## src/rtl/store_buffer_ctrl_pkg.sv

```systemverilog
// Shared definitions for the MEM-stage store buffer: store-type codes,
// FSM encoding and byte-enable width helper.
package store_buffer_ctrl_pkg;

  localparam logic [1:0] ST_WORD = 2'b00;
  localparam logic [1:0] ST_BYTE = 2'b01;
  localparam logic [1:0] ST_HALF = 2'b10;

  typedef enum logic {
    IDLE  = 1'b0,
    WRITE = 1'b1
  } state_t;

  function automatic int be_width(input int nbits);
    return nbits / 8;
  endfunction

endpackage

```

## src/rtl/store_buffer_ctrl_aligner.sv

```systemverilog
// Combinational store aligner: legality check, word address, byte-lane
// enables and lane-replicated write data for SW/SH/SB.
module store_aligner
  import store_buffer_ctrl_pkg::*;
#(
  parameter int NBITS  = 32,
  parameter int TNBITS = 2
) (
  input  logic [TNBITS-1:0]         store_type,
  input  logic [NBITS-1:0]          addr,
  input  logic [NBITS-1:0]          rt,
  output logic                      legal,
  output logic [NBITS-1:0]          word_addr,
  output logic [be_width(NBITS)-1:0] be,
  output logic [NBITS-1:0]          wdata
);

  localparam int BEW = be_width(NBITS);

  logic [1:0] off;

  assign off       = addr[1:0];
  assign word_addr = {addr[NBITS-1:2], 2'b00};

  always_comb begin
    legal = 1'b0;
    be    = '0;
    wdata = rt;
    case (store_type)
      TNBITS'(ST_WORD): begin
        legal = (off == 2'b00);
        be    = '1;
        wdata = rt;
      end
      TNBITS'(ST_HALF): begin
        legal = ~off[0];
        be    = BEW'(3) << off;
        wdata = {(NBITS/16){rt[15:0]}};
      end
      TNBITS'(ST_BYTE): begin
        legal = 1'b1;
        be    = BEW'(1) << off;
        wdata = {(NBITS/8){rt[7:0]}};
      end
      default: ;
    endcase
  end

endmodule

```

## src/rtl/store_buffer_ctrl.sv

```systemverilog
// Posted-write store buffer: queues aligned stores in a FIFO, drains them to
// data memory over a valid/ack handshake and flags load RAW hazards.
module store_buffer_ctrl
  import store_buffer_ctrl_pkg::*;
#(
  parameter int NBITS   = 32,
  parameter int TNBITS  = 2,
  parameter int DEPTH   = 4,
  parameter int TIMEOUT = 255
) (
  input  logic               i_clk,
  input  logic               i_reset,
  input  logic               i_store_valid,
  input  logic [TNBITS-1:0]  i_store_type,
  input  logic [NBITS-1:0]   i_addr,
  input  logic [NBITS-1:0]   i_dato_rt,
  output logic               o_store_ready,
  input  logic               i_load_valid,
  input  logic [NBITS-1:0]   i_load_addr,
  output logic               o_load_stall,
  output logic               o_mem_we,
  output logic [NBITS-1:0]   o_mem_addr,
  output logic [NBITS/8-1:0] o_mem_be,
  output logic [NBITS-1:0]   o_mem_wdata,
  input  logic               i_mem_ack,
  output logic               o_empty,
  output logic               o_store_err,
  output logic               o_timeout
);

  localparam int BEW = be_width(NBITS);
  localparam int AW  = $clog2(DEPTH);
  localparam int CW  = AW + 1;
  localparam int WDW = $clog2(TIMEOUT + 1);

  state_t          state;
  logic [CW-1:0]   count;
  logic [CW-1:0]   count_nxt;
  logic [AW-1:0]   wr_ptr;
  logic [AW-1:0]   rd_ptr;
  logic [WDW-1:0]  wd;

  logic [NBITS-1:0] q_addr  [DEPTH];
  logic [BEW-1:0]   q_be    [DEPTH];
  logic [NBITS-1:0] q_wdata [DEPTH];

  logic             a_legal;
  logic [NBITS-1:0] a_addr;
  logic [BEW-1:0]   a_be;
  logic [NBITS-1:0] a_wdata;

  logic             push;
  logic             pop;
  logic             hit;
  logic [AW-1:0]    rel;
  logic [NBITS-1:0] load_wa;

  store_aligner #(
    .NBITS  (NBITS),
    .TNBITS (TNBITS)
  ) u_aligner (
    .store_type (i_store_type),
    .addr       (i_addr),
    .rt         (i_dato_rt),
    .legal      (a_legal),
    .word_addr  (a_addr),
    .be         (a_be),
    .wdata      (a_wdata)
  );

  // Ready depends only on registered count, never on this cycle's ack.
  assign o_store_ready = (count < CW'(DEPTH));
  assign push          = i_store_valid & o_store_ready & a_legal;
  assign pop           = (state == WRITE) & i_mem_ack;
  assign count_nxt     = count + CW'(push) - CW'(pop);

  assign o_mem_we    = (state == WRITE);
  assign o_mem_addr  = q_addr[rd_ptr];
  assign o_mem_be    = q_be[rd_ptr];
  assign o_mem_wdata = q_wdata[rd_ptr];
  assign o_empty     = (count == '0) && (state == IDLE);

  assign load_wa = i_load_addr & {{(NBITS-2){1'b1}}, 2'b00};

  // Word-granular hazard: every occupied slot (head included) plus the
  // store being accepted right now.
  always_comb begin
    hit = 1'b0;
    rel = '0;
    for (int i = 0; i < DEPTH; i++) begin
      rel = AW'(i) - rd_ptr;
      if ((CW'(rel) < count) && (q_addr[i] == load_wa))
        hit = 1'b1;
    end
    if (push && (a_addr == load_wa))
      hit = 1'b1;
  end

  assign o_load_stall = i_load_valid & hit;

  always_ff @(posedge i_clk) begin
    if (push) begin
      q_addr[wr_ptr]  <= a_addr;
      q_be[wr_ptr]    <= a_be;
      q_wdata[wr_ptr] <= a_wdata;
    end
  end

  always_ff @(posedge i_clk) begin
    if (i_reset) begin
      state       <= IDLE;
      count       <= '0;
      wr_ptr      <= '0;
      rd_ptr      <= '0;
      wd          <= '0;
      o_store_err <= 1'b0;
      o_timeout   <= 1'b0;
    end else begin
      o_store_err <= i_store_valid & ~a_legal;
      count       <= count_nxt;
      if (push)
        wr_ptr <= wr_ptr + AW'(1);
      if (pop)
        rd_ptr <= rd_ptr + AW'(1);
      case (state)
        IDLE: begin
          wd <= '0;
          if (count != '0)
            state <= WRITE;
        end
        WRITE: begin
          if (i_mem_ack) begin
            wd <= '0;
            if (count_nxt == '0)
              state <= IDLE;
          end else begin
            if (wd != WDW'(TIMEOUT))
              wd <= wd + WDW'(1);
            if (wd == WDW'(TIMEOUT - 1))
              o_timeout <= 1'b1;
          end
        end
        default: state <= IDLE;
      endcase
    end
  end

endmodule

```

## config.mk

```make
export PLATFORM = sky130hd
export DESIGN_NAME = store_buffer_ctrl
export DESIGN_NICKNAME = d
export VERILOG_FILES = /design/src/rtl/store_buffer_ctrl_pkg.sv /design/src/rtl/store_buffer_ctrl_aligner.sv /design/src/rtl/store_buffer_ctrl.sv
export SDC_FILE = /design/constraint.sdc
export NUM_CORES = 1
export LEC_CHECK = 0
export ABC_CLOCK_PERIOD_IN_PS = 8390
export BUFFER_PORTS_ARGS = -buffer_cell sky130_fd_sc_hd__buf_2
export CAP_MARGIN = 20
export CORE_AREA = 4 4 189 191
export DETAILED_ROUTE_END_ITERATION = 8
export DIE_AREA = 0 0 193 195
export PLACE_DENSITY = 0.62
export SLEW_MARGIN = 20
export SYNTH_ARGS = -nofsm -noshare
export SYNTH_HDL_FRONTEND = slang
export SYNTH_SLANG_ARGS = --single-unit
```

## constraint.sdc

```tcl
create_clock -name i_clk -period 8.39 [get_ports i_clk]
set_input_delay 1.678 -clock i_clk [delete_from_list [all_inputs] [get_ports i_clk]]
set_output_delay 1.678 -clock i_clk [all_outputs]
set_load 0.02 [all_outputs]
```

==> results of run 1 <==
-- synthesized netlist by cell type, types with 2 or more instances --
cell type	count	area (um^2)
mux2i_1	2	20.0
buf_2	38	190
buf_1	6	22.5
xnor2_1	63	552
and3_1	2	12.5
nor4_1	27	169
o22ai_1	8	50.1
buf_4	2	15.0
and2_1	5	31.3
a22o_1	9	78.8
a22oi_1	8	60.1
nor3_1	3	15.0
a211oi_1	2	15.0
ha_1	16	200
a31oi_1	4	25.0
clkbuf_1	9	33.8
nand2_1	16	60.1
xor2_1	97	850
nand3_1	5	25.0
inv_1	24	90.1
buf_6	2	22.5
nor2_1	31	116
a21oi_1	14	70.1
nand4_1	20	125
nand2b_1	3	18.8
dfxtp_1	20	400
o21ai_0	3	15.0
nor2b_1	2	12.5
mux4_2	66	1490
edfxtp_1	264	7930
-- logic make-up after synthesis --
family | after synthesis | share of synthesized area
simple gates | 121 | 0.0515
other cells | 1 | 0.000292
flops | 284 | 0.648
fa+ha+maj | 17 | 0.0171
mux | 68 | 0.117
buf+inv | 81 | 0.0291
compound gates | 52 | 0.0278
xor+xnor | 160 | 0.109
-- registers in the layout, indices dropped and copies added (netlist names), 2 cells and up, named ones only --
| register | cells |
|---|---|
| q_addr | 120 |
| rd_ptr | 2 |
| q_wdata | 128 |
| wd | 8 |
| wr_ptr | 2 |
| q_be | 16 |
| count | 3 |
-- layout make-up --
class                   count  area share
clock inverters            24      0.0201
multi-input cells         420       0.275
inverters                  24     0.00595
well taps                 455      0.0376
flip-flops and latches    284       0.550
clock buffers              32      0.0514
repair buffers            178      0.0598
diodes                      1    0.000165
-- worst max-delay path, stage by stage --
cell,delay [ns]
buf_2,0.11
inv_1,0.07
ha_1,0.55
inv_1,0.16
a221oi_2,0.41
and3_4,0.33
a22o_1,0.15
o41a_1,0.17
buf_2,0.19
-- per-stage QoR --
step	setup slack [ns]	hold slack [ns]	instances	utilization
final	2.89	0.463	1418	0.444
after global placement	2.87	0.447	1361	0.412
after floorplan	3.57	0.485	785	-
after detailed placement	2.89	0.455	1361	0.412
after CTS	2.88	0.469	1417	0.444
after global routing	2.78	0.525	1417	0.444
-- layer usage --
| metal | GRT usage | up-vias | part of all wire |
|---|---|---|---|
| met5 | 0 | - | 0.0013 |
| met4 | 0.0338 | 6 | 0.019 |
| met3 | 0.0459 | 44 | 0.091 |
| met2 | 0.279 | 279 | 0.49 |
| met1 | 0.227 | 3602 | 0.40 |
| li1 | - | 3303 | - |
-- worst max path at each step --
stage	start	to	slack, ns	cells past startpoint
finish	i_store_type[1]	o_load_stall	2.89	9
CTS	i_store_type[1]	o_load_stall	2.88	9
floorplan	i_store_type[0]	o_load_stall	3.57	9
global placement	i_store_type[1]	o_load_stall	2.87	9
detailed placement	i_store_type[1]	o_load_stall	2.89	9
global route	i_store_type[1]	o_load_stall	2.78	9
-- report_power, final --
part           internal (mW)  switching (mW)  total (mW)  leakage, nW
sequential              1.60          0.0560        1.65         2.55
clock                  0.887           0.554        1.44        0.527
combinational          0.256           0.356       0.612         2.10
total                   2.74           0.966        3.71         5.18
==> results.cfg, run 1 <==
[critical_path]
r2r_slack_ns = 5.96
rr_worst_depth = 4
critPathLaunchType = primary input
r2r_end = q_wdata[1][21]
cp_data_arrival_time_ns = 3.83
end_kind = output pin
crit_type = in2out
r2r-start = count[2]
cp_max_fo = 12
required_ns = 6.71

[logic_synthesis]
synth_warnings = 0
mappedNetlistArea_um2 = 12900
synth_edf_count = 264
synthFlopType = edfxtp_1
yosysSeqAreaShare = 0.648
syn_inst = 784
synthArstFlopShare = 0
yosysUniqueCellTypes = 43
synth_area_per_cell_um2 = 16.4
ys_seq_elements = 284

[route]
drtIter0Drc = 490
drtAntennaViolNets = 0
finalWirelength_mm = 32.4
post_drt_wl_per_cell_um = 22.9
drc = 0
drt_pre_antenna_iters = 4
vias = 7234
vias_per_cell = 5.10

[sta]
setup_viol = 0
setup_tns_ns = 0
skew_ns = 0.0150
finalCritPeriodShare = 0.656
rsz0062_at_grt = false
fmax_mhz = 182
drv_slew = 0
finalHoldViolCount = 0
relSlewSlack = 0.236
worst_slew_pin_slew_ns = 1.15
period_needed_ns = 5.50

[power]
p_leak_nw = 5.18
peakVddDrop_mv = 0.168
power_density_nw_per_um2 = 245
power_mw = 3.71

[grt]
first_global_vias = 7447
antenna_found_initial = 4
grt_max_degree = 67
grt_pass1_wl_mm = 47.5
grt-ovfl-total = 0
grt_use_total = 0.169

[clock_network]
cts_sinks = 284
htreeDepth = 1
cts_resized = 0
cts_buffers = 31
cts_root_buf = clkbuf_16
cts_buffer_depth = 3
cts_tree = yes
post_cts_buffers = 0
clkLatencyLatePin_ns = 0.56
path_clk_slew_ns = 0.06
holdBufCountCts = 0

[hold_path]
min_path_cells = 2
hold_end = o_timeout
min-delay-start = o_timeout
min_path_type = reg2reg

[die]
rows = 68
core_um2 = 34100
dieWidth_um = 193
die_h_um = 195
die_area_um2 = 37600
io_pins = 177
initial_utilization = 0.377

[place]
place.port_buffers = 172
gp_congestion = 0.836
placed_area_um2 = 14100
dp_hpwl_mm = 22.5

[layout]
n_fill_cell = 3029
finalInstanceArea_um2 = 15200
final_cell_mix = edfxtp_1 (264), buf_2 (172), xor2_1 (97)
nets = 1059
drive_gt1_frac = 0.319
layout.cells.most_common = edfxtp_1
syn_to_final_growth_pct = 17.9
multi_input_comb_area_um2 = 4170
ff_latch_area_um2 = 8340

[status]
status = complete, no violations

[flow_run]
drv_cap = 0
(Power assumes the default switching activity.)
==> run 2, diff against run 1 <==
- ABC_CLOCK_PERIOD_IN_PS: 8390 -> 4700
- PLACE_DENSITY: 0.62 -> 0.64
- clock period: 8.39 -> 4.7 ns (I/O delays scaled with it)
==> run 2 against run 1 <==
Count of clock-buffer cells in the layout increased by 15. Cell count increased by 0.35%. Global-route usage shrank 0.14 points. Clock skew decreased by 0.0029 ns. Largest power group unchanged. Critical path depth fell by 1. Total power up 70%. Register-to-register slack got worse by 3.6 ns. Final area shrank 0.41%.
==> results.cfg, run 2 (synthesis results as in run 1) <==
[status]
status = complete, no violations

[route]
drc = 0
post_drt_wl_per_cell_um = 22.8
drtAntennaViolNets = 0
vias_per_cell = 5.16
drt_pre_antenna_iters = 5
finalWirelength_mm = 32.4
drtIter0Drc = 565
vias = 7341

[power]
intPower_mw = 4.62
power_mw = 6.30
peakVddDrop_mv = 0.308
power_density_nw_per_um2 = 417
p_leak_nw = 5.14
comb_power_share = 0.176
seq_power_share = 0.470
power.switching_mw = 1.68
clkPwrFrac = 0.354
p_sw_frac = 0.267

[place]
gp_congestion = 0.867
dp_hpwl_mm = 22.8
place.port_buffers = 172
dp_cells = 1366
placed_area_um2 = 14200

[clock_network]
path_clk_slew_ns = 0.06
cts_resized = 0
cts_tree = yes
post_cts_buffers = 0
clkLatencyLatePin_ns = 0.54
cts_buffer_depth = 3
cts_sinks = 284
holdBufCountCts = 0
cts_buffers = 30
htreeDepth = 1
cts_root_buf = clkbuf_16

[layout]
syn_to_final_growth_pct = 17.4
layout.cells.most_common = edfxtp_1
nets = 1063
largest-register = q_wdata
final_cells = 1423
final_cell_mix = edfxtp_1 (264), buf_2 (172), xor2_1 (97)
largest_register_ffs = 128
drive_gt1_frac = 0.308
n_fill_cell = 3058
finalInstanceArea_um2 = 15100
reg_top3 = q_wdata: 128 flops, q_addr: 120 flops, q_be: 16 flops

[die]
die_h_um = 195
die_area_um2 = 37600
initial_utilization = 0.377
dieWidth_um = 193
io_pins = 177
core_um2 = 34100
rows = 68

[sta]
worst_slew_pin_slew_ns = 1.09
drv_slew = 0
finalCritPeriodShare = 0.862
finalHoldViolCount = 0
relSlewSlack = 0.273
fmax_mhz = 247
whs_ns = 0.473
period_needed_ns = 4.05
skew_ns = 0.0122
setup_tns_ns = 0
rsz0062_at_grt = false
setup_viol = 0

[grt]
antenna_found_initial = 2
grt_pass1_wl_mm = 47.5
grt-ovfl-total = 0
first_global_vias = 7443
grt_use_total = 0.168
grt_max_degree = 67

[flow_run]
drv_cap = 0

[critical_path]
cp_max_fo = 5
critPathLaunchType = register
crit_type = reg2out
cp_data_arrival_time_ns = 3.11
r2r_slack_ns = 2.37
end_kind = output pin
required_ns = 3.76

[hold_path]
min_path_type = reg2reg
[run 2: worst paths after layout]
path                                 from            to  cells past startpoint
worst min register to register  o_timeout     o_timeout                      2
worst max-delay path             count[1]  o_load_stall                      8
worst max register to register   count[2]      o_mem_we                      9
worst min-delay path            o_timeout     o_timeout                      2
[run 2: final cells by class]
type                    count  area (um^2)  area share
flip-flops and latches    284         8340       0.552
multi-input cells         420         4170       0.276
repair buffers            183         1010      0.0667
clock buffers              47          856      0.0567
well taps                 455          569      0.0377
inverters                  24         90.1     0.00597
clock inverters             9         63.8     0.00423
diodes                      1         2.50    0.000166
[run 2: metal layers]
metal	share of wire	wire (um)	GRT usage
met1	0.41	13300	0.228
met2	0.47	15300	0.272
met3	0.091	2950	0.0443
met4	0.025	801	0.0393
met5	0.00071	23	0
[run 2: power groups by stage]
| stage | Combinational (mW) | Sequential [mW] | Clock (mW) |
|---|---|---|---|
| after global routing | 1.20 | 2.97 | 2.38 |
| after global placement | 1.12 | 3.01 | 0 |
| after detailed placement | 1.13 | 3.01 | 0 |
| after CTS | 1.13 | 2.96 | 2.28 |
| after floorplan | 0.790 | 2.94 | 0 |
| final | 1.11 | 2.96 | 2.23 |
[run 2: per-stage QoR]
step	utilization	setup WS, ns
floorplan	-	0.739
global placement	0.415	0.742
detailed placement	0.415	0.735
CTS	0.442	0.720
global route	0.442	0.578
finish	0.442	0.647
[run 2: critical path, stage by stage (launching register included)]
cell       delay [ns]
dfxtp_1          0.36
inv_1            0.14
ha_1             0.34
nor2_1           0.04
a2111oi_0        0.83
nand4_1          0.19
nor4_1           0.24
o41a_1           0.24
buf_2            0.20
==> run 3, diff against run 2 <==
- CORE_AREA: 4 4 189 191 -> 4 4 163 165
- DIE_AREA: 0 0 193 195 -> 0 0 167 169
- PLACE_DENSITY: 0.64 -> 0.81
==> run 3 against run 2 <==
Die area shrank 25%. Flip-flop and latch count unchanged. Wire length is 5.8% lower. Clock power is 5% lower. Worst setup slack hardly changed. Sequential power about the same. Register-to-register slack improved by 0.04 ns. Combinational power hardly changed. Highest routed layer unchanged.
==> results.cfg, run 3 (synthesis results as in run 1) <==
[status]
status = complete, no violations

[critical_path]
cp_max_fo = 12
critPathSlowestCell = ha_1
critPathLaunchType = primary input
crit_type = in2out
slowest_delay_ns = 0.50
required_ns = 3.76
cp_data_arrival_time_ns = 3.11
path_cells = buf_2 -> inv_1 -> ha_1 -> inv_1 -> a221oi_2 -> and3_4 -> a22o_1 -> o41a_1 -> buf_2
end_kind = output pin

[power]
peakVddDrop_mv = 0.322
p_leak_nw = 5.11
power_density_nw_per_um2 = 414

[sta]
period_needed_ns = 4.05
fmax_mhz = 247
worst_slack_ns = 0.647
rsz0062_at_grt = false
finalCritPeriodShare = 0.862
setup_tns_ns = 0
setup_viol = 0
skew_ns = 0.0190
finalHoldViolCount = 0
drv_slew = 0
relSlewSlack = 0.280
worst_slew_pin_slew_ns = 1.08

[route]
vias = 7464
drc = 0
drtAntennaViolNets = 0
drtIter0Drc = 790
drt_pre_antenna_iters = 5
post_drt_wl_per_cell_um = 23.6
finalWirelength_mm = 30.5
vias_per_cell = 5.76

[layout]
reg_top3 = q_wdata: 128 flops, q_addr: 120 flops, q_be: 16 flops
syn_to_final_growth_pct = 15.7
final_cell_mix = edfxtp_1 (264), buf_2 (172), xor2_1 (97)
drive_gt1_frac = 0.309
nets = 1060
largest-register = q_wdata
largest_register_ffs = 128
finalInstanceArea_um2 = 14900
layout.cells.most_common = edfxtp_1

[grt]
first_global_vias = 7528
grt_pass1_wl_mm = 45.4
antenna_found_initial = 7
grt-ovfl-total = 0
grt_max_degree = 67
grt_use_total = 0.212

[die]
rows = 58
die_h_um = 169
initial_utilization = 0.513
dieWidth_um = 167
io_pins = 177
core_um2 = 25000
die_area_um2 = 28200

[hold_path]
min_path_type = reg2reg

[clock_network]
post_cts_buffers = 0
clkLatencyLatePin_ns = 0.55
cts_buffers = 29
path_clk_slew_ns = 0.06
cts_buffer_depth = 3
holdBufCountCts = 0
cts_tree = yes
htreeDepth = 1
cts_sinks = 284
cts_root_buf = clkbuf_16
cts_resized = 0

[place]
dp_hpwl_mm = 21.3
placed_area_um2 = 14000
place.port_buffers = 172
gp_congestion = 0.921
pre_cts_slack_ns = 0.714

[flow_run]
drv_cap = 0
-- run 3: where the power goes --
part	internal, mW	switching (mW)
sequential	2.85	0.0986
clock	1.18	0.930
combinational	0.468	0.634
total	4.50	1.66
-- run 3: per-layer routing --
layer | global-route usage | share of wire | vias to the layer above
li1 | - | - | 3302
met2 | 0.344 | 0.48 | 392
met4 | 0.0633 | 0.028 | 8
met3 | 0.0649 | 0.10 | 61
met1 | 0.277 | 0.38 | 3701
met5 | 0 | 0.0022 | -
-- run 3: cell type report --
type	count	area (um^2)
flip-flops and latches	284	8340
repair buffers	181	991
fillers	1907	10200
inverters	24	90.1
multi-input cells	420	4170
clock inverters	20	119
clock buffers	33	741
well taps	330	413
diodes	4	10.0
-- run 3: final timing paths --
path	from	cells after the start	slack [ns]	to
worst max-delay path	i_store_type[1]	9	0.65	o_load_stall
worst min register to register	o_timeout	2	0.46	o_timeout
worst min-delay path	o_timeout	2	0.46	o_timeout
worst max register to register	count[2]	9	2.41	o_mem_we
-- run 3: metrics by stage --
| step | hold WS (ns) | total power, mW | util | instances |
|---|---|---|---|---|
| finish | 0.464 | 6.16 | 0.594 | 1296 |
| global placement | 0.445 | 4.10 | 0.559 | 1239 |
| floorplan | 0.485 | 3.73 | - | 785 |
| CTS | 0.466 | 6.21 | 0.593 | 1292 |
| detailed placement | 0.450 | 4.12 | 0.559 | 1239 |
| global route | 0.491 | 6.41 | 0.594 | 1294 |
-- run 3: critical path: cells and delay by family --
family	cells	cell delay (ns)
adder cells (fa/ha/maj)	1	0.50
buffers and inverters	4	0.52
AND/OR/NAND/NOR	1	0.35
AO/OA/AOI/OAI	3	0.80
